**config.mk**
```make
export PLATFORM = sky130hd
export DESIGN_NAME = pipe_ctrl
export DESIGN_NICKNAME = d
export VERILOG_FILES = /design/src/rtl/pipe_ctrl.sv
export SDC_FILE = /design/constraint.sdc
export NUM_CORES = 1
export LEC_CHECK = 0
export CAP_MARGIN = 20
export CORE_UTILIZATION = 46
export DETAILED_ROUTE_END_ITERATION = 16
export PLACE_DENSITY = 0.79
export SLEW_MARGIN = 30
export SYNTH_ARGS = -nofsm -noshare
export SYNTH_HDL_FRONTEND = slang
export SYNTH_SLANG_ARGS = --single-unit
```
**constraint.sdc**
```tcl
create_clock -name clk_pipe_ctrl -period 2.9 [get_ports clk_pipe_ctrl]
set_input_delay 0.58 -clock clk_pipe_ctrl [delete_from_list [all_inputs] [get_ports clk_pipe_ctrl]]
set_output_delay 0.58 -clock clk_pipe_ctrl [all_outputs]
set_load 0.03 [all_outputs]
```
**src/rtl/pipe_ctrl.sv**
```systemverilog
// Pipeline sequencing controller: buffer load/flush enables, load-use and branch
// hazard handling, variable-latency data memory handshake with timeout and debug stall counter.
module pipe_ctrl #(
   parameter int MEM_TIMEOUT = 15,
   parameter int CNT_W       = 16
) (
   input  logic             clk_pipe_ctrl,
   input  logic             rst_n_pipe_ctrl,
   input  logic             MemRead_EX,
   input  logic [4:0]       rt_EX,
   input  logic [4:0]       rs_ID,
   input  logic [4:0]       rt_ID,
   input  logic             useRt_ID,
   input  logic             MemRead_MEM,
   input  logic             MemWrite_MEM,
   input  logic             branch_MEM,
   input  logic             dmem_ack,
   input  logic             stall_clr,
   output logic             pc_en,
   output logic             en_BF1,
   output logic             en_BF2,
   output logic             en_BF3,
   output logic             en_BF4,
   output logic             flush_BF1,
   output logic             flush_BF2,
   output logic             flush_BF3,
   output logic             flush_BF4,
   output logic             dmem_req,
   output logic             mem_err,
   output logic [CNT_W-1:0] stall_cnt
);

   typedef enum logic {RUN, MEM_WAIT} state_t;

   localparam logic [7:0] TMO = 8'(MEM_TIMEOUT);

   state_t           r_state, w_state_nxt;
   logic [7:0]       r_wait_cnt, w_wait_cnt_nxt;
   logic             r_mem_err;
   logic [CNT_W-1:0] r_stall_cnt;

   logic w_mem_op, w_req, w_tmo_hit, w_done, w_adv, w_load_use;

   assign w_mem_op   = MemRead_MEM | MemWrite_MEM;
   assign w_req      = ((r_state == RUN) & w_mem_op) | (r_state == MEM_WAIT);
   assign w_tmo_hit  = (r_state == MEM_WAIT) & (r_wait_cnt == TMO);
   assign w_done     = dmem_ack | w_tmo_hit;
   assign w_adv      = ~w_req | w_done;
   assign w_load_use = MemRead_EX & (rt_EX != 5'd0) &
                       ((rt_EX == rs_ID) | (useRt_ID & (rt_EX == rt_ID)));

   // Everything is forced quiet while reset is held, so a stale access never leaks out.
   always_comb begin
      pc_en     = 1'b0;
      en_BF1    = 1'b0;
      en_BF2    = 1'b0;
      en_BF3    = 1'b0;
      en_BF4    = 1'b0;
      flush_BF1 = 1'b0;
      flush_BF2 = 1'b0;
      flush_BF3 = 1'b0;
      flush_BF4 = 1'b0;
      dmem_req  = 1'b0;
      if (rst_n_pipe_ctrl) begin
         dmem_req = w_req;
         if (!w_adv) begin
            en_BF4    = 1'b1;
            flush_BF4 = 1'b1;
         end else if (branch_MEM) begin
            {pc_en, en_BF1, en_BF2, en_BF3, en_BF4} = 5'b11111;
            {flush_BF1, flush_BF2, flush_BF3}       = 3'b111;
         end else if (w_load_use) begin
            {en_BF2, en_BF3, en_BF4} = 3'b111;
            flush_BF2                = 1'b1;
         end else begin
            {pc_en, en_BF1, en_BF2, en_BF3, en_BF4} = 5'b11111;
         end
      end
   end

   always_comb begin
      w_state_nxt    = r_state;
      w_wait_cnt_nxt = r_wait_cnt;
      case (r_state)
         RUN: begin
            if (w_mem_op && !dmem_ack) begin
               w_state_nxt    = MEM_WAIT;
               w_wait_cnt_nxt = 8'd1;
            end
         end
         MEM_WAIT: begin
            if (w_done) begin
               w_state_nxt    = RUN;
               w_wait_cnt_nxt = 8'd0;
            end else begin
               w_wait_cnt_nxt = r_wait_cnt + 8'd1;
            end
         end
         default: begin
            w_state_nxt    = RUN;
            w_wait_cnt_nxt = 8'd0;
         end
      endcase
   end

   always_ff @(posedge clk_pipe_ctrl or negedge rst_n_pipe_ctrl) begin
      if (!rst_n_pipe_ctrl) begin
         r_state     <= RUN;
         r_wait_cnt  <= 8'd0;
         r_mem_err   <= 1'b0;
         r_stall_cnt <= '0;
      end else begin
         r_state    <= w_state_nxt;
         r_wait_cnt <= w_wait_cnt_nxt;
         // A late ack in the final wait cycle still counts as a good completion.
         if (w_tmo_hit && !dmem_ack)
            r_mem_err <= 1'b1;
         if (stall_clr)
            r_stall_cnt <= '0;
         else if (!pc_en && (r_stall_cnt != {CNT_W{1'b1}}))
            r_stall_cnt <= r_stall_cnt + 1'b1;
      end
   end

   assign mem_err   = r_mem_err;
   assign stall_cnt = r_stall_cnt;

endmodule
```
==> impl_metrics.json, run 1 <==
{
  "run_status": "finished, final reports clean",
  "antenna_found_initial": 0,
  "synth_area_per_cell_sq_um": 9.040,
  "finalCriticalPeriod_ns": 2.818,
  "netlist_top_cells_area": "sky130_fd_sc_hd__dfrtp_1 40%, sky130_fd_sc_hd__or4_1 5.6%, sky130_fd_sc_hd__xor2_1 5.4%, sky130_fd_sc_hd__o31ai_1 5.1%, sky130_fd_sc_hd__a21oi_1 4.4%",
  "routedWlPerCell_um": 14.20,
  "cp-startpoint": "rt_EX[3]",
  "met2RoutedLength_um": 1934,
  "fp.dieArea_sq_mm": 0.003739,
  "final_setup_fails": 0,
  "ys_top_cells_by_count": "26 x sky130_fd_sc_hd__dfrtp_1, 14 x sky130_fd_sc_hd__a21oi_1, 12 x sky130_fd_sc_hd__or4_1",
  "cp_max_fo": 10,
  "synth_seq_area_share": 0.4044,
  "synth_area_leader": "sky130_fd_sc_hd__dfrtp_1",
  "min-delay-path-class": "flip-flop to flip-flop",
  "layout.nets": 258,
  "tightestPinTransition_ns": 0.7697,
  "synth_async_sr_flop_share": 1.000,
  "port-buffer-count": 50,
  "synthDistinctLibCells": 40,
  "timing.clock.skew_ns": 0.003483,
  "route.detailed.drc": 0,
  "detailroute.via_count": 1592,
  "worst-endpoint-arrival_ns": 2.24,
  "mappedNetlistArea_sq_mm": 0.001609,
  "clock_sinks": 26,
  "tritoncts": "built",
  "cts_root_buf": "sky130_fd_sc_hd__clkbuf_4",
  "io_pins": 51,
  "ys_warn_count": 0,
  "synth_top_cell_area_share": 0.4044,
  "antenna_cells_inserted": 0,
  "route.top_layer_used": "met4",
  "dp_cells": 270,
  "timing_max_transition_violations_final": 0,
  "regToRegStartpoint": "r_wait_cnt[0]$_DFFE_PN0P_",
  "tritoncts.num_buffers": 3,
  "p_leak_nw": 0.9474,
  "global_route.usage.total": 0.2193,
  "drtAntennaViolNets": 0,
  "max-slew-margin-rel": 0.4869,
  "power.ir.vdd_worst_uv": 178.3,
  "first_global_vias": 1462,
  "first_pass_iteration_count_of_the_detailed_router": 5,
  "timing.critical_path.to_type": "output pin",
  "floorplan.core_area_sq_mm": 0.003337,
  "synthesis.nets": 204,
  "die_w_um": 61.15,
  "clkSlewWorstSetupHoldPaths_ns": 0.14,
  "worstSetupStartpointType": "input pin",
  "final_hold_viol_count": 0,
  "globalRouteOverflowTotal": 0,
  "starting_utilization_of_the_core_area": 0.4822,
  "finish.cell_count_without_fillers": 277,
  "fmaxAchievable_mhz": 354.9,
  "r2r_setup_slack_ns": 0.39,
  "worstSkewPairLatency_ns": 0.32,
  "detailed_place_hpwl_um": 2917,
  "row_count": 21,
  "ctsLongestPathBuffers": 2,
  "routed_via_density": 5.747,
  "rr_worst_depth": 9,
  "wl_met1_um": 1737,
  "synth-edff-count": 0,
  "cp.required_ns": 2.32,
  "wl_um": 3934,
  "crit_path_end": "en_BF1",
  "critPathSlowestCell": "sky130_fd_sc_hd__clkdlybuf4s50_1",
  "final_min_period_over_clock_period": 0.9717,
  "maxCapViolCount": 0,
  "routed-wl-met3_um": 201,
  "critPathMaxStageDelay_ns": 0.43,
  "die_height_um": 61.15,
  "design_power_total_w": 0.0007359,
  "grt_first_pass_wirelength_um": 6189,
  "worst_slack_ns": 0.08204,
  "globalplace.congestion": 0.7991,
  "totalNegativeSetupSlack_ns": 0,
  "drt_iter0_markers": 128,
  "post-place-ws_ns": -0.1438,
  "worstPathCellList": "clkdlybuf4s50_1 > xor2_1 > nor4_2 > a32oi_2 > o31ai_4 > inv_4 > buf_4",
  "synth-seq-cells": 26,
  "pin_count_of_the_biggest_net_entering_global_routing": 29,
  "holdPathStages": 1,
  "grt_setup_unrepaired": "false",
  "most_used_dff_post_synth": "sky130_fd_sc_hd__dfrtp_1",
  "area.growth.synth_to_final_pct": 38.10,
  "htreeDepth": 1,
  "layout-drive-gt1-share": 0.1429,
  "post-synth-top-count-cell": "sky130_fd_sc_hd__dfrtp_1",
  "post_synth_inst_count": 178,
  "critPathKind": "input pin to output pin",
  "rr_endpoint": "stall_cnt[12]$_DFFE_PN0P_",
  "pwr_density_cell_mw_per_mm2": 331.2
}
-- worst min-delay path by stage --
stage                                   start                  end  slack [ns]
after CTS                 mem_err$_DFFE_PN0P_  mem_err$_DFFE_PN0P_        0.49
after floorplan               rst_n_pipe_ctrl  mem_err$_DFFE_PN0P_        0.28
after global placement    mem_err$_DFFE_PN0P_  mem_err$_DFFE_PN0P_        0.45
after global routing      mem_err$_DFFE_PN0P_  mem_err$_DFFE_PN0P_        0.53
after detailed placement  mem_err$_DFFE_PN0P_  mem_err$_DFFE_PN0P_        0.46
final                     mem_err$_DFFE_PN0P_  mem_err$_DFFE_PN0P_        0.48
-- cell type report --
| class | count | area, sq um |
|---|---|---|
| multi-input combinational | 135 | 892.1 |
| tap | 46 | 57.56 |
| sequential | 26 | 650.6 |
| inverter | 4 | 17.52 |
| clock buffer | 4 | 36.28 |
| fill | 269 | 1115 |
| timing repair buffer | 62 | 568.0 |
-- power breakdown --
part	internal [W]	switching, W	leakage [nW]
Sequential	0.000371	0.0000122	0.356
Clock	0.0000767	0.000105	0.0210
Combinational	0.0000810	0.0000899	0.570
Total	0.000529	0.000207	0.947
-- sequential cells by signal, summed over array words and instances, names as in the netlist --
signal / flops
mem_err: 1
r_state: 1
r_wait_cnt: 8
stall_cnt: 16
-- cell families (layout without fill, tap and decap cells) --
logic type / count (synthesis) / in the layout / synth area share
and+or+nand+nor: 71 / 71 / 0.2512
AOI/OAI and AO/OA: 48 / 48 / 0.1929
DFF: 26 / 26 / 0.4044
buffers and inverters: 17 / 70 / 0.05521
xor gates and xnor gates: 11 / 11 / 0.05987
muxes: 3 / 3 / 0.02099
adders and majority gates: 2 / 2 / 0.01555
-- stage by stage --
stage / hold slack, ns / utilization / instance area, sq um
after global placement: 0.4485 / 0.6434 / 2147
after global routing: 0.5255 / 0.6659 / 2222
after CTS: 0.4934 / 0.6554 / 2187
after floorplan: 0.2844 / - / 1620
after detailed placement: 0.4624 / 0.6434 / 2147
final: 0.4847 / 0.6659 / 2222
-- routing by layer --
layer / global-route usage / vias up
met2: 0.3929 / 60
li1: - / 767
met3: 0.02941 / 6
met5: 0 / -
met4: 0.06818 / 0
met1: 0.2727 / 759
-- layout by cell type (no fill, tap or decap), types with 9 or more instances in the layout --
cell type	n
sky130_fd_sc_hd__and3_1	10
sky130_fd_sc_hd__nand3_1	11
sky130_fd_sc_hd__nand2_1	11
sky130_fd_sc_hd__a21oi_1	14
sky130_fd_sc_hd__clkdlybuf4s50_1	39
sky130_fd_sc_hd__o31ai_1	11
sky130_fd_sc_hd__or4_1	12
sky130_fd_sc_hd__dfrtp_1	26
sky130_fd_sc_hd__o21ai_0	10
sky130_fd_sc_hd__xor2_1	10
sky130_fd_sc_hd__buf_4	22
sky130_fd_sc_hd__nor2_1	9
-- critical path, delay by kind of cell --
| family | cells | cell delay, ns |
|---|---|---|
| xor+xnor | 1 | 0.18 |
| buf+inv | 3 | 0.71 |
| simple gates | 1 | 0.32 |
| compound gates | 2 | 0.43 |
-- what timing repair did --
item                       CTS  global route
hold buffers                 0             0
setup buffers                0             3
resized for setup            1             3
cloned                       0             0
pin swaps                    0             3
setup endpoints to repair    2             2
Note: power is estimated with default switching activity, not from simulation.
==> run 2, diff against run 1 <==
Settings changed: CTS_BUF_LIST from default to sky130_fd_sc_hd__clkbuf_16.
==> impl_metrics.json, run 2 (same netlist as run 1, synthesis figures left out) <==
{
  "port-buffer-count": 50,
  "ctsLongestPathBuffers": 2,
  "die_height_um": 61.15,
  "swShare": 0.2582,
  "drt_iter0_markers": 107,
  "detailed_place_hpwl_um": 2917,
  "io_pins": 51,
  "global_route.usage.total": 0.2286,
  "routed-wl-met3_um": 209,
  "tritoncts.num_buffers": 3,
  "layout.cells.most_common": "sky130_fd_sc_hd__clkdlybuf4s50_1",
  "final-seq-area_sq_um": 650.6,
  "first_global_vias": 1508,
  "met2RoutedLength_um": 1978,
  "final_cell_mix": "39 x sky130_fd_sc_hd__clkdlybuf4s50_1, 26 x sky130_fd_sc_hd__dfrtp_1, 22 x sky130_fd_sc_hd__buf_4",
  "finish.cell_count_without_fillers": 277,
  "p_sw_w": 0.0002218,
  "dp_cells": 270,
  "clock_sinks": 26,
  "timing_max_transition_violations_final": 0,
  "worstSkewPairLatency_ns": 0.26,
  "power.ir.vdd_worst_uv": 212.0,
  "layout.nets": 258,
  "drtAntennaViolNets": 0,
  "row_count": 21,
  "clkSlewWorstSetupHoldPaths_ns": 0.06,
  "grt_setup_unrepaired": "false",
  "clock_power_share": 0.353,
  "final_hold_viol_count": 0,
  "largest_register_ff_count": 16,
  "starting_utilization_of_the_core_area": 0.4822,
  "cp.required_ns": 2.32,
  "antenna_cells_inserted": 0,
  "cellInternalPower_w": 0.0006372,
  "layout-drive-gt1-share": 0.1385,
  "post-route-cell-area_sq_mm": 0.002265,
  "wl_um": 3984,
  "routed_via_density": 5.718,
  "timing.clock.skew_ns": 0.003559,
  "routedWlPerCell_um": 14.38,
  "critPathMaxStageDelay_ns": 0.43,
  "tritoncts": "built",
  "maxCapViolCount": 0,
  "area.growth.synth_to_final_pct": 40.75,
  "run_status": "finished, final reports clean",
  "wl_met1_um": 1748,
  "die_w_um": 61.15,
  "hold_buffers": 0,
  "totalNegativeSetupSlack_ns": 0,
  "cp_max_fo": 10,
  "critPathSlowestCell": "sky130_fd_sc_hd__clkdlybuf4s50_1",
  "multiInputGateArea_sq_um": 892.1,
  "worst-endpoint-arrival_ns": 2.23,
  "route.top_layer_used": "met4",
  "worstSetupStartpointType": "input pin",
  "grt_first_pass_wirelength_um": 6382,
  "first_pass_iteration_count_of_the_detailed_router": 4,
  "timing.critical_path.to_type": "output pin",
  "finalCriticalPeriod_ns": 2.814,
  "final_min_period_over_clock_period": 0.9703,
  "p_leak_nw": 0.9650,
  "antenna_found_initial": 0,
  "htreeDepth": 1,
  "worstPathCellList": "clkdlybuf4s50_1 > xor2_1 > nor4_2 > a32oi_2 > o31ai_4 > inv_4 > buf_4",
  "critPathKind": "input pin to output pin",
  "fillCellCount": 269,
  "pin_count_of_the_biggest_net_entering_global_routing": 29,
  "route.detailed.drc": 0,
  "fmaxAchievable_mhz": 355.4,
  "hold_slack_ns": 0.4717,
  "place_area_sq_mm": 0.002147,
  "globalRouteOverflowTotal": 0,
  "floorplan.core_area_sq_mm": 0.003337,
  "pwr_density_cell_mw_per_mm2": 379.3,
  "max-slew-margin-rel": 0.4646,
  "fraction_of_power_consumed_by_sequential_logic": 0.448,
  "fp.dieArea_sq_mm": 0.003739,
  "tightestPinTransition_ns": 0.8032,
  "detailroute.via_count": 1584,
  "finish.utilization": 0.6787,
  "cts_root_buf": "sky130_fd_sc_hd__clkbuf_16",
  "power_frac_comb": 0.199,
  "globalplace.congestion": 0.7991,
  "final_setup_fails": 0,
  "min-delay-path-class": "flip-flop to flip-flop"
}
[run 2: changes by cell type in the layout (fill, tap and decap cells not counted)]
cell                        delta
sky130_fd_sc_hd__clkbuf_8      -1
sky130_fd_sc_hd__clkbuf_16     +3
sky130_fd_sc_hd__clkbuf_4      -3
sky130_fd_sc_hd__clkinv_1      +1
[run 2: worst paths after layout]
kind,start,to,slack (ns),cells after the start
min in group asynchronous,rst_n_pipe_ctrl,stall_cnt[2]$_DFFE_PN0P_,0.83,2
hold / removal,mem_err$_DFFE_PN0P_,mem_err$_DFFE_PN0P_,0.47,1
hold reg to reg,mem_err$_DFFE_PN0P_,mem_err$_DFFE_PN0P_,0.47,1
setup reg to reg,r_wait_cnt[0]$_DFFE_PN0P_,stall_cnt[12]$_DFFE_PN0P_,0.40,9
max in group asynchronous,rst_n_pipe_ctrl,r_state$_DFF_PN0_,1.80,2
setup / recovery,rt_EX[3],en_BF1,0.09,7
[run 2: worst max-delay path: cells and delay by family]
kind	cells	cell delay [ns]
buffers and inverters	3	0.71
XOR/XNOR	1	0.18
AO/OA/AOI/OAI	2	0.43
AND/OR/NAND/NOR	1	0.32
[run 2: routing by layer]
layer | GRT usage | up-vias
li1 | - | 767
met1 | 0.2767 | 755
met2 | 0.4146 | 57
met3 | 0.03361 | 5
met4 | 0.07468 | 0
met5 | 0 | -
[run 2: cell type report]
class / count / area share
clock inverter: 1 / 0.001657
tap: 46 / 0.02541
timing repair buffer: 62 / 0.2508
inverter: 4 / 0.007735
clock buffer: 3 / 0.03315
sequential: 26 / 0.2873
multi-input combinational: 135 / 0.3939
[run 2: power groups by stage]
stage | Clock (W) | Combinational [W] | Sequential, W
after floorplan | 0 | 0.0000816 | 0.000392
after global placement | 0 | 0.000160 | 0.000390
after detailed placement | 0 | 0.000165 | 0.000390
after CTS | 0.000310 | 0.000166 | 0.000384
after global routing | 0.000324 | 0.000184 | 0.000386
final | 0.000303 | 0.000171 | 0.000385
[run 2: per-stage QoR]
| stage | worst slack, ns | total power [W] |
|---|---|---|
| CTS | 0.02561 | 0.0008605 |
| floorplan | 0.1166 | 0.0004740 |
| global route | 0.002348 | 0.0008947 |
| detailed placement | -0.1438 | 0.0005550 |
| global placement | -0.04597 | 0.0005493 |
| finish | 0.08614 | 0.0008590 |
[run 2: what timing repair did]
| action | 4_1_cts | 5_1_grt |
|---|---|---|
| pin swaps | 0 | 3 |
| buffers inserted | 0 | 3 |
| hold endpoints to repair | 0 | 0 |
| gates resized for setup | 1 | 3 |
| endpoints found under the setup margin | 2 | 9 |
